## src/rtl/cpu_pkg.sv

```systemverilog
// Shared types and constants for the 4-bit processor: opcodes, sequencer states,
// datapath widths and instruction field positions.
package cpu_pkg;

    localparam int DATA_W    = 4;
    localparam int PC_W      = 4;
    localparam int INSTR_W   = 12;
    localparam int REG_IDX_W = 2;

    localparam int OPC_MSB = 11;
    localparam int OPC_LSB = 9;
    localparam int R0_MSB  = 8;
    localparam int R0_LSB  = 7;
    localparam int R1_MSB  = 6;
    localparam int R1_LSB  = 5;
    localparam int R2_MSB  = 4;
    localparam int R2_LSB  = 3;
    localparam int IMM_MSB = 3;
    localparam int IMM_LSB = 0;

    typedef enum logic [2:0] {
        OP_ADD   = 3'b000,
        OP_SUB   = 3'b001,
        OP_LOAD  = 3'b010,
        OP_STORE = 3'b011,
        OP_JEQ   = 3'b100,
        OP_LDI   = 3'b101,
        OP_NOP   = 3'b110,
        OP_HALT  = 3'b111
    } opcode_t;

    typedef enum logic [2:0] {
        IDLE,
        FETCH,
        DECODE,
        EXECUTE,
        WRITEBACK,
        HALTED
    } cu_state_t;

    // Operand reads for ADD/SUB come from r1/r2; JEQ and STORE compare or store r0/r1.
    function automatic logic uses_r1_r2(opcode_t op);
        return (op == OP_ADD) || (op == OP_SUB);
    endfunction

endpackage

```

## src/rtl/control_unit_if.sv

```systemverilog
// Instruction ROM, ALU and data-memory bus between the sequencer and its neighbours.
interface control_unit_if;
    import cpu_pkg::*;

    logic [PC_W-1:0]    instr_addr;
    logic [INSTR_W-1:0] instr_data;
    logic [DATA_W-1:0]  ALU_src1;
    logic [DATA_W-1:0]  ALU_src2;
    logic               ALU_op;
    logic [DATA_W-1:0]  ALU_out;
    logic               EQ;
    logic [DATA_W-1:0]  dmem_addr;
    logic [DATA_W-1:0]  dmem_wdata;
    logic               dmem_we;
    logic [DATA_W-1:0]  dmem_rdata;

    modport master (
        output instr_addr, ALU_src1, ALU_src2, ALU_op, dmem_addr, dmem_wdata, dmem_we,
        input  instr_data, ALU_out, EQ, dmem_rdata
    );

    modport slave (
        input  instr_addr, ALU_src1, ALU_src2, ALU_op, dmem_addr, dmem_wdata, dmem_we,
        output instr_data, ALU_out, EQ, dmem_rdata
    );

endinterface

```

## src/rtl/reg_file.sv

```systemverilog
// Register file: two combinational read ports, one synchronous write port,
// synchronous active-high reset clearing every entry.
module reg_file
    import cpu_pkg::*;
#(
    parameter int NUM_REGS = 4
) (
    input  logic                 clk,
    input  logic                 reset,
    input  logic [REG_IDX_W-1:0] raddr1,
    input  logic [REG_IDX_W-1:0] raddr2,
    output logic [DATA_W-1:0]    rdata1,
    output logic [DATA_W-1:0]    rdata2,
    input  logic                 we,
    input  logic [REG_IDX_W-1:0] waddr,
    input  logic [DATA_W-1:0]    wdata
);

    logic [DATA_W-1:0] regs [NUM_REGS];

    always_ff @(posedge clk) begin
        if (reset) begin
            for (int i = 0; i < NUM_REGS; i++) begin
                regs[i] <= '0;
            end
        end else if (we) begin
            regs[waddr] <= wdata;
        end
    end

    assign rdata1 = regs[raddr1];
    assign rdata2 = regs[raddr2];

endmodule

```

## src/rtl/control_unit.sv

```systemverilog
// Multi-cycle sequencer (FETCH/DECODE/EXECUTE/WRITEBACK) for the 4-bit processor.
// Define CU_LDI_EN to make opcode 101 load its immediate; otherwise it is a NOP.
module control_unit
    import cpu_pkg::*;
#(
    parameter int NUM_REGS = 4,
    parameter int PC_W     = 4
) (
    input  logic           clk,
    input  logic           reset,
    input  logic           start,
    output logic           halted,
    output logic           busy,
    control_unit_if.master bus
);

    cu_state_t              state;
    logic [PC_W-1:0]        pc;
    logic [INSTR_W-1:0]     ir;
    logic [DATA_W-1:0]      a_q;
    logic [DATA_W-1:0]      b_q;
    logic [DATA_W-1:0]      r_q;
    logic                   eq_q;
    logic                   dmem_we_q;

    opcode_t                op;
    logic [REG_IDX_W-1:0]   r0_idx;
    logic [REG_IDX_W-1:0]   r1_idx;
    logic [REG_IDX_W-1:0]   r2_idx;
    logic [DATA_W-1:0]      imm;
    logic [REG_IDX_W-1:0]   rd_idx1;
    logic [REG_IDX_W-1:0]   rd_idx2;
    logic [DATA_W-1:0]      rd_data1;
    logic [DATA_W-1:0]      rd_data2;
    logic                   wb_en;
    logic                   rf_we;
    logic [PC_W-1:0]        pc_next;

    assign op      = opcode_t'(ir[OPC_MSB:OPC_LSB]);
    assign r0_idx  = ir[R0_MSB:R0_LSB];
    assign r1_idx  = ir[R1_MSB:R1_LSB];
    assign r2_idx  = ir[R2_MSB:R2_LSB];
    assign imm     = ir[IMM_MSB:IMM_LSB];

    assign rd_idx1 = uses_r1_r2(op) ? r1_idx : r0_idx;
    assign rd_idx2 = uses_r1_r2(op) ? r2_idx : r1_idx;

    always_comb begin
        wb_en = 1'b0;
        case (op)
            OP_ADD, OP_SUB, OP_LOAD: wb_en = 1'b1;
`ifdef CU_LDI_EN
            OP_LDI:                  wb_en = 1'b1;
`endif
            default:                 wb_en = 1'b0;
        endcase
    end

    assign rf_we   = (state == WRITEBACK) && wb_en;
    assign pc_next = (op == OP_JEQ && eq_q) ? PC_W'(imm) : pc + 1'b1;

    reg_file #(.NUM_REGS(NUM_REGS)) u_rf (
        .clk    (clk),
        .reset  (reset),
        .raddr1 (rd_idx1),
        .raddr2 (rd_idx2),
        .rdata1 (rd_data1),
        .rdata2 (rd_data2),
        .we     (rf_we),
        .waddr  (r0_idx),
        .wdata  (r_q)
    );

    // The STORE strobe is raised on entry to EXECUTE so it covers exactly that cycle.
    always_ff @(posedge clk) begin
        if (reset) begin
            state     <= IDLE;
            pc        <= '0;
            ir        <= '0;
            a_q       <= '0;
            b_q       <= '0;
            r_q       <= '0;
            eq_q      <= 1'b0;
            dmem_we_q <= 1'b0;
            halted    <= 1'b0;
            busy      <= 1'b0;
        end else begin
            case (state)
                IDLE: begin
                    if (start) begin
                        state <= FETCH;
                        pc    <= '0;
                        busy  <= 1'b1;
                    end
                end
                FETCH: begin
                    ir    <= bus.instr_data;
                    state <= DECODE;
                end
                DECODE: begin
                    case (op)
                        OP_ADD, OP_SUB, OP_JEQ, OP_STORE: begin
                            a_q <= rd_data1;
                            b_q <= rd_data2;
                        end
                        default: ;
                    endcase
                    dmem_we_q <= (op == OP_STORE);
                    state     <= EXECUTE;
                end
                EXECUTE: begin
                    dmem_we_q <= 1'b0;
                    eq_q      <= bus.EQ;
                    case (op)
                        OP_ADD, OP_SUB: r_q <= bus.ALU_out;
                        OP_LOAD:        r_q <= bus.dmem_rdata;
`ifdef CU_LDI_EN
                        OP_LDI:         r_q <= imm;
`endif
                        default: ;
                    endcase
                    if (op == OP_HALT) begin
                        state  <= HALTED;
                        halted <= 1'b1;
                        busy   <= 1'b0;
                    end else begin
                        state <= WRITEBACK;
                    end
                end
                WRITEBACK: begin
                    pc    <= pc_next;
                    state <= FETCH;
                end
                HALTED: state <= HALTED;
                default: state <= IDLE;
            endcase
        end
    end

    assign bus.instr_addr = pc;
    assign bus.ALU_src1   = a_q;
    assign bus.ALU_src2   = b_q;
    assign bus.ALU_op     = (op == OP_ADD);
    assign bus.dmem_addr  = ir[IMM_MSB:IMM_LSB];
    assign bus.dmem_wdata = a_q;
    assign bus.dmem_we    = dmem_we_q;

endmodule

```

## src/flat_wrapper.sv

```systemverilog
// flat-port wrapper written by rule: the top's interface ports become plain ports
module control_unit_flat import cpu_pkg::*;
#(
    parameter int NUM_REGS = 4,
    parameter int PC_W     = 4
)
  (clk, reset, start, halted, busy, bus_instr_addr, bus_ALU_src1, bus_ALU_src2, bus_ALU_op, bus_dmem_addr, bus_dmem_wdata, bus_dmem_we, bus_instr_data, bus_ALU_out, bus_EQ, bus_dmem_rdata);
  control_unit_if bus_i ();
  input  logic clk;
  input  logic reset;
  input  logic start;
  output logic halted;
  output logic busy;
  output wire logic [$bits(bus_i.instr_addr)-1:0] bus_instr_addr;
  output wire logic [$bits(bus_i.ALU_src1)-1:0] bus_ALU_src1;
  output wire logic [$bits(bus_i.ALU_src2)-1:0] bus_ALU_src2;
  output wire logic [$bits(bus_i.ALU_op)-1:0] bus_ALU_op;
  output wire logic [$bits(bus_i.dmem_addr)-1:0] bus_dmem_addr;
  output wire logic [$bits(bus_i.dmem_wdata)-1:0] bus_dmem_wdata;
  output wire logic [$bits(bus_i.dmem_we)-1:0] bus_dmem_we;
  input wire logic [$bits(bus_i.instr_data)-1:0] bus_instr_data;
  input wire logic [$bits(bus_i.ALU_out)-1:0] bus_ALU_out;
  input wire logic [$bits(bus_i.EQ)-1:0] bus_EQ;
  input wire logic [$bits(bus_i.dmem_rdata)-1:0] bus_dmem_rdata;
  assign bus_instr_addr = bus_i.instr_addr;
  assign bus_ALU_src1 = bus_i.ALU_src1;
  assign bus_ALU_src2 = bus_i.ALU_src2;
  assign bus_ALU_op = bus_i.ALU_op;
  assign bus_dmem_addr = bus_i.dmem_addr;
  assign bus_dmem_wdata = bus_i.dmem_wdata;
  assign bus_dmem_we = bus_i.dmem_we;
  assign bus_i.instr_data = bus_instr_data;
  assign bus_i.ALU_out = bus_ALU_out;
  assign bus_i.EQ = bus_EQ;
  assign bus_i.dmem_rdata = bus_dmem_rdata;
  control_unit #(.NUM_REGS(NUM_REGS), .PC_W(PC_W)) u_core (.clk(clk), .reset(reset), .start(start), .halted(halted), .busy(busy), .bus(bus_i));
endmodule
```

## config.mk

```make
export PLATFORM = sky130hd
export DESIGN_NAME = control_unit_flat
export DESIGN_NICKNAME = d
export VERILOG_FILES = /design/src/rtl/cpu_pkg.sv /design/src/rtl/control_unit_if.sv /design/src/rtl/reg_file.sv /design/src/rtl/control_unit.sv /design/src/flat_wrapper.sv
export SDC_FILE = /design/constraint.sdc
export NUM_CORES = 1
export LEC_CHECK = 0
export BUFFER_PORTS_ARGS = -buffer_cell sky130_fd_sc_hd__buf_2
export CORE_MARGIN = 2
export CORE_UTILIZATION = 50
export CTS_CLUSTER_SIZE = 8
export DETAILED_ROUTE_END_ITERATION = 12
export PLACE_DENSITY = 0.76
export SLEW_MARGIN = 20
export SYNTH_ARGS = -nofsm -noshare
export SYNTH_HDL_FRONTEND = slang
export SYNTH_SLANG_ARGS = --single-unit
```

## constraint.sdc

```tcl
create_clock -name clk -period 1.8 [get_ports clk]
set_clock_uncertainty 0.05 [all_clocks]
set_input_delay 0.36 -clock clk [delete_from_list [all_inputs] [get_ports clk]]
set_output_delay 0.36 -clock clk [all_outputs]
set_load 0.05 [all_outputs]
```

==> After elaboration in Yosys (flattened, before gate mapping) <==
Memories as Yosys holds them, arrays and structs flattened. A register that Yosys moved wholly into a read port is not among the register bits.
Cells that the tools add are included.
{ "op_classes": {"n_reduce_logical": 18, "muxes": 22, "n_eq_ne": 12, "n_addsub": 1} }
{ "ops": {"columns": ["op", "count"], "rows": [
  ["one-hot mux 3 bit (6 select lines)", 1],
  ["one-hot mux 4 bit (2 select lines)", 2],
  ["== test 3 x 2 -> 1 bit, second input constant", 4],
  ["== test 3 bit, second input constant", 4],
  ["two-way mux 4 bit", 3],
  ["two-way mux 1 bit", 10],
  ["AND reduction 2 bit", 4],
  ["nonzero test 2 bit", 4],
  ["OR reduction 4 bit", 2],
  ["== test 3 x 1 -> 1 bit, second input constant", 2],
  ["logical NOT 3 bit", 2],
  ["two-way mux 2 bit", 3],
  ["adder 4 x 1 -> 4 bit, second input constant", 1],
  ["one-hot mux 1 bit (2 select lines)", 2],
  ["two-way mux 3 bit", 1],
  ["AND reduction 3 bit", 1],
  ["OR reduction 3 bit", 1],
  ["logical AND 1 bit", 2],
  ["inequality test 2 x 1 -> 1 bit, second input constant", 1],
  ["inequality test 2 bit, second input constant", 1],
  ["OR reduction 2 bit", 1],
  ["logical OR 1 bit", 1]
]} }
{ "word_totals": {"output_inout_bits": 24, "mem_count": 1, "ram_bits": 16, "reg_bits": 27, "wordCells": 62} }
{ "memory_table": {"columns": ["memory", "depth", "word_bits", "read_ports", "rd_clocked_by_memory_dff", "wr", "line", "rtl"], "rows": [
  ["u_core.u_rf.regs", 4, 4, 2, 2, 4, "reg_file.sv:19", "logic [DATA_W-1:0] regs [NUM_REGS];"]
]} }

==> Logic depth before layout (Yosys ltp) <==
Gate-level depths: netlist of the first run.
{ "depth": {"word_depth": 9, "mapped_depth": 6, "mapped_depth_nobuf": 4} }

==> Hierarchy <==
From an unflattened synthesis of the first run, not the netlist that was laid out.
{ "hier_totals": {"hier_cells": 219, "hier_area_um2": 2532.4} }
{ "modules_own_cells": {"columns": ["module", "n_inst", "area_each_um2", "seq_area_each_um2", "cells_each"], "rows": [
  ["control_unit", 1, 1652.8, 700.7, 169],
  ["reg_file", 1, 879.6, 480.5, 50]
]} }

==> Worst setup path after synthesis of the first run <==
OpenSTA, ideal clock, no wires.
{ "synth_path": {"kind": "register to output", "start": "register u_core.ir[11]", "end": "output port bus_ALU_op", "setup_slack_ns": -0.252, "stages_incl_launch_ff": 3, "arrival_time_ns": 1.642, "path_cell_list": "dfxtp_1 > buf_2 > nor3_1"} }
{ "synth_via": {"elab_chain_cells": 1} }
{ "synth_rtl": {"columns": ["item", "line", "rtl"], "rows": [
  ["from (decl)", "control_unit.sv:19", "logic [INSTR_W-1:0] ir;"],
  ["from (signal assigned)", "control_unit.sv:97", "ir <= bus.instr_data;"],
  ["logical NOT 3 bit", "control_unit.sv:143", "assign bus.ALU_op = (op == OP_ADD);"],
  ["to (decl)", "flat_wrapper.sv:17", "output wire logic [$bits(bus_i.ALU_op)-1:0] bus_ALU_op;"]
]} }
Every way passes these cells.

==> Final worst setup path of the first run <==
{ "layout_path": {"start": "register u_core.ir[11]", "end": "register u_core.a_q[2] (netlist: u_core.bus.ALU_src1[2]), read port of u_core.u_rf.regs"} }
{ "layout_via": {"elab_chain_cells": 3} }
{ "layout_rtl": {"columns": ["item", "line", "rtl"], "rows": [
  ["== test 3 x 2 -> 1 bit, or another cell as far along", "control_unit.sv:101", "case (op)"],
  ["OR reduction 4 bit / logical OR 1 bit (equally long branches)", "control_unit.sv:101, cpu_pkg.sv:43", null],
  ["AND reduction 2 bit (no line) / two-way mux 2 bit (equally long branches)", null, null],
  ["to (decl)", "control_unit.sv:20", "logic [DATA_W-1:0] a_q;"]
]} }
Parallel ways exist; a longest one is shown, timed or not.
A chain may end at the register's enable or synchronous reset.

==> qor.csv, run 1 <==
metric;value;unit
Max clock buf depth;2;
area leader, netlist;dfxtp_1;
gr usage total;20.4;%
layout cells sized above 1;33.2;%
synthesized cell area;0.00257;mm2
Setup TNS Final;0;ns
sequential power share;51.3;%
Clock power frac;25.0;%
Slew @ Worst Pin;0.453;ns
CTS Hold Bufs;0;
Async S/R FF share, synth;0;%
Post-CTS Repair Setup Buffers;0;
reg2reg end;u_core.bus.ALU_src1[2];
Area Overhead vs Synth;19.3;%
Rows;26;
Final Max Tran Viols;0;
combinational share of power;23.7;%
cell count of the worst reg-to-reg path;4;
IO Count;48;
fin nets;337;
CP Capture Type;register;
slack of the critical path;0.0491;ns
die area;0.00572;mm2
R2R setup slack;0.05;ns
Detailed Route WL;5430;um
area occupied by multi-input gates;0.00128;mm2
Final HPWL DP;4040;um
Root Buffer;clkbuf_8;
Hold Path Sink;u_core.ir[3];
Clock H-tree levels;2;
Final Critical Period;1.75;ns
number of synthesized flops with an enable pin;16;
fmax;0.571;GHz
WHS Path Cells;3;
Inserted Diodes;0;
Reg clk slew, reported paths;0.09;ns
PortBufs;47;
Leak;1.22;nW
vias in the first global route;1899;
Residual DRC;0;
Psw;811;uW
post-cts resize count;4;
maximum ir drop on the vdd rail;0.470;mV
router iterations before antenna repair;4;
Cell variety after synth;43;
Critical Path RT;1.94;ns
nets in the synthesized netlist;286;
power density over the cells;835;mW/mm2
Core ar.;0.00504;mm2
sw frac;31.7;%
Final Hold Viols;0;
Die Span Y;75.7;um
Synth Flop Type;dfxtp_1;
Synth area leaders;dfxtp_1, edfxtp_1, mux2i_1, nor2_1, and2_1;
Warnings, synthesis;0;
Hold Crit Class;in -> reg;
endpoints failing setup;0;
crit path kind;reg -> reg;
CP max FO;10;
total CTS buffers;5;
Critical R2R Launch;u_core.ir[11];
Pint;1.75;mW
Clock Sinks;51;
first-pass GRT wire length;8790;um
Die Wd;75.7;um
worst-skew pair later-pin latency;0.30;ns
register area;0.00119;mm2
DR WL/cell;14.2;um
MaxCap Viol Count;0;
vias;2038;
CTS tree;built;
Antenna Nets Post-Route;0;
period utilisation layout;97.3;%
top cell type's share of synthesized area;27.3;%
largest net degree at the start of global routing;40;
routability cong.;0.861;
Avg Inst Size Synth;9.84;um2
status;completed;
pre-CTS setup slack;-0.0317;ns
crit start category;register;
#FFs+latches synth;51;
drt initial violations;53;
grt ovf;0;
sequential share of the synthesized area;46.0;%
cell count after synthesis;261;
Hold Startpoint;bus_instr_data[3];
average vias per placed instance;5.32;
Worst Path Arrival;1.89;ns
initial antenna violation count;0;
initial cell density of the core;50.9;%
max_slew headroom;69.5;%
Layout fillers;420;
registers in the layout, summed over array words and instances (netlist names):
name / flops
u_core.bus.ALU_src1: 4
u_core.bus.ALU_src2: 4
u_core.bus.dmem_we: 1
u_core.bus.instr_addr: 4
u_core.busy: 1
u_core.eq_q: 1
u_core.halted: 1
u_core.ir: 12
u_core.r_q: 4
u_core.state: 3
u_core.u_rf.regs: 16
cell usage after synthesis (3+ instances only):
cell and number:
and2_1 16, nor2_1 41, nand2_1 3, nor3b_2 3
o21ai_0 6, nor3_1 5, a21oi_1 12, or3b_1 3
buf_6 3, a211oi_1 5, a2111oi_1 6, buf_4 8
a2111oi_0 8, dfxtp_1 35, mux2i_1 22, clkbuf_1 6
nand3_1 4, and2_4 4, inv_1 12, edfxtp_1 16
nor3b_1 5, o21ai_1 3, buf_2 6
through the flow:
| step | hold slack, ns | total power [mW] | utilization (%) | instances | instance area, um2 |
|---|---|---|---|---|---|
| final | 0.233 | 2.56 | 60.7 | 383 | 3060 |
| after CTS | 0.232 | 2.55 | 59.4 | 383 | 3000 |
| after global placement | 0.405 | 1.91 | 57.7 | 375 | 2910 |
| after detailed placement | 0.426 | 1.92 | 57.7 | 375 | 2910 |
| after floorplan | 0.402 | 1.80 | - | 261 | 2590 |
| after global routing | 0.246 | 2.67 | 60.7 | 383 | 3060 |
per-layer routing:
layer / track usage, % / routed length (um) / part of all wire, % / vias up
met5: 0 / 0 / 0 / -
met4: 7.80 / 85 / 1.6 / 0
met3: 4.50 / 254 / 4.7 / 10
met2: 33.6 / 2670 / 49 / 50
met1: 26.3 / 2420 / 45 / 949
li1: - / - / - / 1029
power groups by stage:
stage	clock, mW	combinational [mW]	sequential (mW)
floorplan	0	0.391	1.41
global placement	0	0.578	1.33
detailed placement	0	0.585	1.33
CTS	0.652	0.588	1.31
global route	0.682	0.660	1.32
finish	0.640	0.607	1.31
cells by family after synthesis:
logic type	Yosys count	share of synthesized area (%)
xor gates and xnor gates	2	0.682
muxes	23	9.02
adders and majority gates	1	0.487
buffers and inverters	35	7.46
DFF	51	46.0
and+or+nand+nor	99	22.5
AOI/OAI and AO/OA	50	13.8
area by class of cell:
type / instances / share of cell area (%)
Timing Repair Buffer: 67 / 12.7
Tap cell: 70 / 2.86
Inverter: 12 / 1.47
Sequential cell: 51 / 38.7
Multi-Input combinational cell: 175 / 41.7
Clock buffer: 8 / 2.61
worst max-delay path, cell delays in order, from the launching register on:
cell       delay (ns)
dfxtp_2          0.37
or3b_1           0.40
and2_2           0.27
mux2i_1          0.15
a2111oi_1        0.40
worst max path at each step:
stage / start / end / slack (ns) / cells past startpoint
2_1_floorplan: u_core.state[0] / u_core.u_rf.regs[0][0] / -0.005 / 5
3_3_place_gp: u_core.ir[11] / u_core.bus.instr_addr[1] / 0.05 / 5
3_5_place_dp: u_core.ir[10] / u_core.bus.ALU_src1[0] / -0.03 / 5
4_1_cts: u_core.ir[11] / u_core.bus.ALU_src1[0] / 0.001 / 4
5_1_grt: u_core.ir[11] / u_core.bus.ALU_src1[2] / -0.001 / 4
6_report: u_core.ir[11] / u_core.bus.ALU_src1[2] / 0.05 / 4
placed cells by master, fill, tap and decap left out, types with 2 or more instances in the layout:
master | netlist | routed
a2111oi_1 | 6 | 6
a2111oi_2 | 0 | 7
a211oi_1 | 5 | 5
a21boi_0 | 2 | 2
a21oi_1 | 12 | 12
a31o_2 | 2 | 2
and2_1 | 16 | 13
and2_2 | 0 | 3
and2_4 | 4 | 4
and3_1 | 2 | 2
buf_2 | 6 | 46
buf_4 | 8 | 20
clkbuf_1 | 6 | 3
clkbuf_8 | 0 | 5
dfxtp_1 | 35 | 33
edfxtp_1 | 16 | 16
inv_1 | 12 | 12
mux2i_1 | 22 | 22
nand2_1 | 3 | 2
nand2b_1 | 2 | 2
nand3_1 | 4 | 4
nand3b_1 | 2 | 2
nor2_1 | 41 | 41
nor3_1 | 5 | 3
nor3_2 | 0 | 2
nor3b_1 | 5 | 4
nor3b_2 | 3 | 3
nor4_1 | 2 | 2
o2111a_1 | 2 | 2
o21ai_0 | 6 | 6
o21ai_1 | 3 | 3
or3b_1 | 3 | 2
or3b_4 | 2 | 3
xnor2_1 | 2 | 2
Power figures use the tool's default switching activity.
==> inputs of run 2 (changes only) <==
--- a/config.mk
+++ b/config.mk
@@ -7,10 +7,10 @@
 export LEC_CHECK = 0
 export BUFFER_PORTS_ARGS = -buffer_cell sky130_fd_sc_hd__buf_2
 export CORE_MARGIN = 2
-export CORE_UTILIZATION = 50
+export CORE_UTILIZATION = 55
 export CTS_CLUSTER_SIZE = 8
 export DETAILED_ROUTE_END_ITERATION = 12
-export PLACE_DENSITY = 0.76
+export PLACE_DENSITY = 0.79
 export SLEW_MARGIN = 20
 export SYNTH_ARGS = -nofsm -noshare
 export SYNTH_HDL_FRONTEND = slang
==> constraint.sdc (replaced) <==
create_clock -name clk -period 2.2 [get_ports clk]
set_clock_uncertainty 0.05 [all_clocks]
set_input_delay 0.44 -clock clk [delete_from_list [all_inputs] [get_ports clk]]
set_output_delay 0.44 -clock clk [all_outputs]
set_load 0.05 [all_outputs]
==> qor.csv, run 2 (same netlist as run 1, synthesis figures left out) <==
metric;value;unit;change
CP Capture Type;register;;
Hold Crit Class;in -> reg;;
power density over the cells;715;mW/mm2;-14%
Largest regs;u_core.u_rf.regs: 16 flops, u_core.ir: 12 flops;;
Die Wd;72.3;um;-4.4%
reg2reg end;u_core.bus.ALU_src1[1];;
Post-CTS Repair Setup Buffers;0;;unchanged
Root Buffer;clkbuf_8;;
slack of the critical path;0.149;ns;+0.100 ns
vias in the first global route;1845;;-2.8%
Critical Path Max Stage Delay;0.55;ns;+0.15 ns
die area;0.00523;mm2;-8.6%
Clock H-tree levels;2;;unchanged
Leak;1.14;nW;-6.5%
worst-skew pair later-pin latency;0.30;ns;about the same
maximum ir drop on the vdd rail;0.501;mV;+6.6%
period utilisation layout;93.2;%;-4.0 points
average vias per placed instance;5.56;;+4.5%
cell count of the worst reg-to-reg path;4;;unchanged
sequential power share;52.7;%;+1.4 points
crit path kind;reg -> reg;;
Top delay family on crit path;simple AND/OR/NAND/NOR gates;;
Reg clk slew, reported paths;0.09;ns;about the same
Final Hold Viols;0;;unchanged
status;completed;;
pre-CTS setup slack;0.231;ns;+0.263 ns
Worst Path Arrival;2.17;ns;+0.28 ns
Clock Sinks;51;;unchanged
Inserted Diodes;0;;unchanged
PortBufs;47;;unchanged
largest net degree at the start of global routing;40;;unchanged
commonest non-fill, non-tap cell in the layout;buf_2;;
Max clock buf depth;2;;unchanged
Final Critical Period;2.05;ns;+0.300 ns
Final Instance Area;0.00285;mm2;-6.9%
Critical Path RT;2.31;ns;+0.37 ns
max_slew headroom;59.9;%;-9.6 points
grt ovf;0;;unchanged
CP max FO;15;;+5
router iterations before antenna repair;4;;unchanged
routability cong.;0.848;;-1.5%
Clock power frac;25.4;%;+0.4 points
Largest Register;u_core.u_rf.regs;;
Die Span Y;72.3;um;-4.4%
post-cts resize count;0;;-4
Critical R2R Launch;u_core.ir[10];;
first-pass GRT wire length;8370;um;-4.8%
critical path startpoint;u_core.ir[10];;
fin nets;323;;-4.2%
max reg flops;16;;unchanged
CTS tree;built;;
Antenna Nets Post-Route;0;;unchanged
CP bufs+invs;0;;unchanged
CP max-delay cell;a2111oi_0;;
Final HPWL DP;3630;um;-10%
IO Count;48;;unchanged
number of cells on the critical path;4;;unchanged
CP endpoint;u_core.bus.ALU_src1[1];;
Detailed Route WL;4890;um;-9.9%
Psw;642;uW;-21%
RSZ-0062 raised after global routing;false;;
most frequent cells in the layout;buf_2, nor2_1, dfxtp_1;;
Setup TNS Final;0;ns;unchanged
CTS Hold Bufs;0;;unchanged
gr usage total;20.6;%;+0.21 points
sw frac;31.5;%;-0.21 points
Core ar.;0.00441;mm2;-12%
Area Overhead vs Synth;11.0;%;
vias;1951;;-4.3%
crit start category;register;;
Residual DRC;0;;unchanged
Final Max Tran Viols;0;;unchanged
layout cells sized above 1;25.1;%;-8.1 points
initial cell density of the core;58.2;%;+7.2 points
fmax;0.488;GHz;-15%
combinational share of power;21.9;%;-1.8 points
R2R setup slack;0.15;ns;+0.10 ns
MaxCap Viol Count;0;;unchanged
initial antenna violation count;0;;unchanged
drt initial violations;85;;+60%
Rows;24;;-7.7%
crit path cell chain;or3b_1 > and2_1 > a2111oi_0 > a2111oi_1;;
Pint;1.40;mW;-20%
Slew @ Worst Pin;0.600;ns;+0.148 ns
endpoints failing setup;0;;unchanged
placed cell areas;0.00277;mm2;-4.9%
Hold Startpoint;bus_instr_data[7];;
total CTS buffers;5;;unchanged
DR WL/cell;13.9;um;-1.7%
Overall Power;2.04;mW;-20%
## run 2: area by class of cell
type,count,area [um2]
Sequential cell,51,1180
Tap cell,52,65.1
Multi-Input combinational cell,175,1190
Timing Repair Buffer,53,280
Clock inverter,3,15.0
Inverter,12,45.0
Fill cell,369,1560
Clock buffer,5,68.8
## run 2: stage by stage
stage	instances	utilization (%)	hold slack [ns]
global placement	343	62.7	0.403
detailed placement	343	62.7	0.409
finish	351	64.6	0.305
CTS	351	64.6	0.302
global route	351	64.6	0.326
floorplan	261	-	0.402
## run 2: worst min-delay path by stage
stage / endpoint / slack (ns) / depth (start not counted)
6_report: u_core.ir[7] / 0.31 / 3
5_1_grt: u_core.ir[4] / 0.33 / 3
2_1_floorplan: u_core.ir[4] / 0.40 / 2
3_5_place_dp: u_core.halted / 0.41 / 2
4_1_cts: u_core.ir[7] / 0.30 / 3
3_3_place_gp: u_core.halted / 0.40 / 2
## run 2: worst min-delay path: stages
cell and delay (ns):
buf_2 0.07, a21oi_1 0.05, nor2_1 0.07
## run 2: power groups by stage
stage	Combinational (mW)	Clock [mW]	Sequential, mW
2_1_floorplan	0.315	0	1.15
3_3_place_gp	0.443	0	1.09
3_5_place_dp	0.447	0	1.10
4_1_cts	0.449	0.531	1.07
5_1_grt	0.486	0.568	1.08
6_report	0.446	0.517	1.07
## run 2: layer usage
| metal | vias to the layer above | GRT usage [%] | wire length (um) |
|---|---|---|---|
| met2 | 41 | 33.8 | 2310 |
| met5 | - | 0 | 0 |
| met4 | 0 | 8.18 | 114 |
| met3 | 11 | 4.86 | 182 |
| li1 | 1008 | - | - |
| met1 | 891 | 26.3 | 2280 |
==> inputs of run 3 (changes only) <==
--- a/config.mk
+++ b/config.mk
@@ -10,7 +10,7 @@
 export CORE_UTILIZATION = 55
 export CTS_CLUSTER_SIZE = 8
 export DETAILED_ROUTE_END_ITERATION = 12
-export PLACE_DENSITY = 0.79
+export PLACE_DENSITY = 0.88
 export SLEW_MARGIN = 20
 export SYNTH_ARGS = -nofsm -noshare
 export SYNTH_HDL_FRONTEND = slang
==> qor.csv, run 3 (same netlist as run 1, synthesis figures left out) <==
metric;value;unit;change
Max clock buf depth;2;;unchanged
gr usage total;21.3;%;+0.70 points
CP endpoint;u_core.u_rf.regs[0][0];;
Leak;1.13;nW;-1.1%
Final Critical Period;2.03;ns;-0.0234 ns
endpoints failing setup;0;;unchanged
Setup TNS Final;0;ns;unchanged
Residual DRC;0;;unchanged
commonest non-fill, non-tap cell in the layout;buf_2;;
critical path startpoint;u_core.state[1];;
Area Overhead vs Synth;10.6;%;
reg2reg end;u_core.u_rf.regs[0][0];;
slack of the critical path;0.172;ns;+0.0234 ns
Rows;24;;unchanged
die area;0.00523;mm2;unchanged
Die Wd;72.3;um;unchanged
CTS Hold Bufs;0;;unchanged
initial cell density of the core;58.2;%;unchanged
MaxCap Viol Count;0;;unchanged
post-route insts no fill;350;;-0.28%
vias;1997;;+2.4%
grt ovf;0;;unchanged
Post-CTS Repair Setup Buffers;0;;unchanged
Clock H-tree levels;2;;unchanged
Largest regs;u_core.u_rf.regs: 16 flops, u_core.ir: 12 flops;;
CP max FO;11;;-4
router iterations before antenna repair;4;;unchanged
most frequent cells in the layout;buf_2, nor2_1, dfxtp_1;;
Die Span Y;72.3;um;unchanged
Slew @ Worst Pin;0.539;ns;-0.0616 ns
total CTS buffers;5;;unchanged
layout cells sized above 1;23.8;%;-1.3 points
RSZ-0062 raised after global routing;false;;
Antenna Nets Post-Route;0;;unchanged
Critical Path Max Stage Delay;0.48;ns;-0.07 ns
initial antenna violation count;0;;unchanged
Root Buffer;clkbuf_8;;
Inserted Diodes;0;;unchanged
CP max-delay cell;or3b_1;;
Final HPWL DP;3730;um;+2.7%
R2R setup slack;0.17;ns;+0.02 ns
Cells after DPL;342;;-0.29%
routability cong.;0.834;;-1.7%
Largest Register;u_core.u_rf.regs;;
fin nets;322;;-0.31%
IO Count;48;;unchanged
crit start category;register;;
CP Capture Type;register;;
Core ar.;0.00441;mm2;unchanged
cell count of the worst reg-to-reg path;4;;unchanged
drt initial violations;155;;+82%
vias in the first global route;1879;;+1.8%
Final Hold Viols;0;;unchanged
final hold slack;0.322;ns;+0.0165 ns
average vias per placed instance;5.71;;+2.7%
Critical Path RT;2.16;ns;-0.15 ns
max_slew headroom;64.0;%;+4.1 points
PortBufs;47;;unchanged
fmax;0.493;GHz;+1.2%
crit path cell chain;or3b_1 > nor4_4 > nor3b_2 > or2_2;;
CTS tree;built;;
post-cts resize count;0;;unchanged
DR WL/cell;14.9;um;+7.2%
period utilisation layout;92.2;%;-1.1 points
largest net degree at the start of global routing;40;;unchanged
Final Max Tran Viols;0;;unchanged
Reg clk slew, reported paths;0.09;ns;about the same
Hold Crit Class;in -> reg;;
power density over the cells;716;mW/mm2;+0.21%
Critical R2R Launch;u_core.state[1];;
Overall Power;2.03;mW;-0.15%
Worst Path Arrival;1.99;ns;-0.18 ns
Clock Sinks;51;;unchanged
status;completed;;
maximum ir drop on the vdd rail;0.534;mV;+6.6%
pre-CTS setup slack;0.194;ns;-0.0371 ns
Detailed Route WL;5230;um;+6.9%
max reg flops;16;;unchanged
first-pass GRT wire length;8670;um;+3.6%
crit path kind;reg -> reg;;
worst-skew pair later-pin latency;0.30;ns;about the same
## run 3: changes by cell type in the layout (fill, tap and decap cells not counted)
cell / previous run / this run
clkinv_2: 3 / 0
clkinv_1: 0 / 2
a2111oi_0: 8 / 7
a2111oi_1: 6 / 7
buf_4: 6 / 5
clkbuf_1: 0 / 1
## run 3: cell type report
type / instances / area (um2)
inverter: 12 / 45.0
tap: 52 / 65.1
timing repair buffer: 52 / 273
multi-input combinational: 175 / 1200
clock inverter: 2 / 7.51
fill: 345 / 1570
sequential: 51 / 1180
clock buffer: 6 / 72.6
## run 3: through the flow
step | instance area, um2 | util, %
floorplan | 2570 | -
global placement | 2760 | 62.5
detailed placement | 2760 | 62.5
CTS | 2840 | 64.3
global route | 2840 | 64.3
finish | 2840 | 64.3
## run 3: worst min-delay path by stage
stage,from,cells past startpoint,to
final,bus_instr_data[0],3,u_core.ir[0]
after global routing,bus_instr_data[0],3,u_core.ir[0]
after CTS,bus_instr_data[0],3,u_core.ir[0]
after detailed placement,u_core.halted,2,u_core.halted
after global placement,u_core.halted,2,u_core.halted
after floorplan,u_core.ir[4],2,u_core.ir[4]
## run 3: power by group
part / leakage (nW) / switching (mW) / internal (mW)
clock network: 0.0403 / 0.293 / 0.218
logic: 0.636 / 0.290 / 0.149
registers: 0.450 / 0.0604 / 1.02
total: 1.13 / 0.643 / 1.39
## run 3: worst max-delay path: cells and delay by family, from the launching register on
kind	cells	cell delay [ns]
simple gates	4	1.27
flops	1	0.43
## run 3: per-layer routing
layer	up-vias	GRT usage (%)	wire [um]	share of wire, %
li1	1002	-	-	-
met1	932	26.9	2350	45
met2	56	36.1	2600	50
met3	7	4.03	220	4.2
met4	0	8.18	64	1.2
met5	-	0	0	0
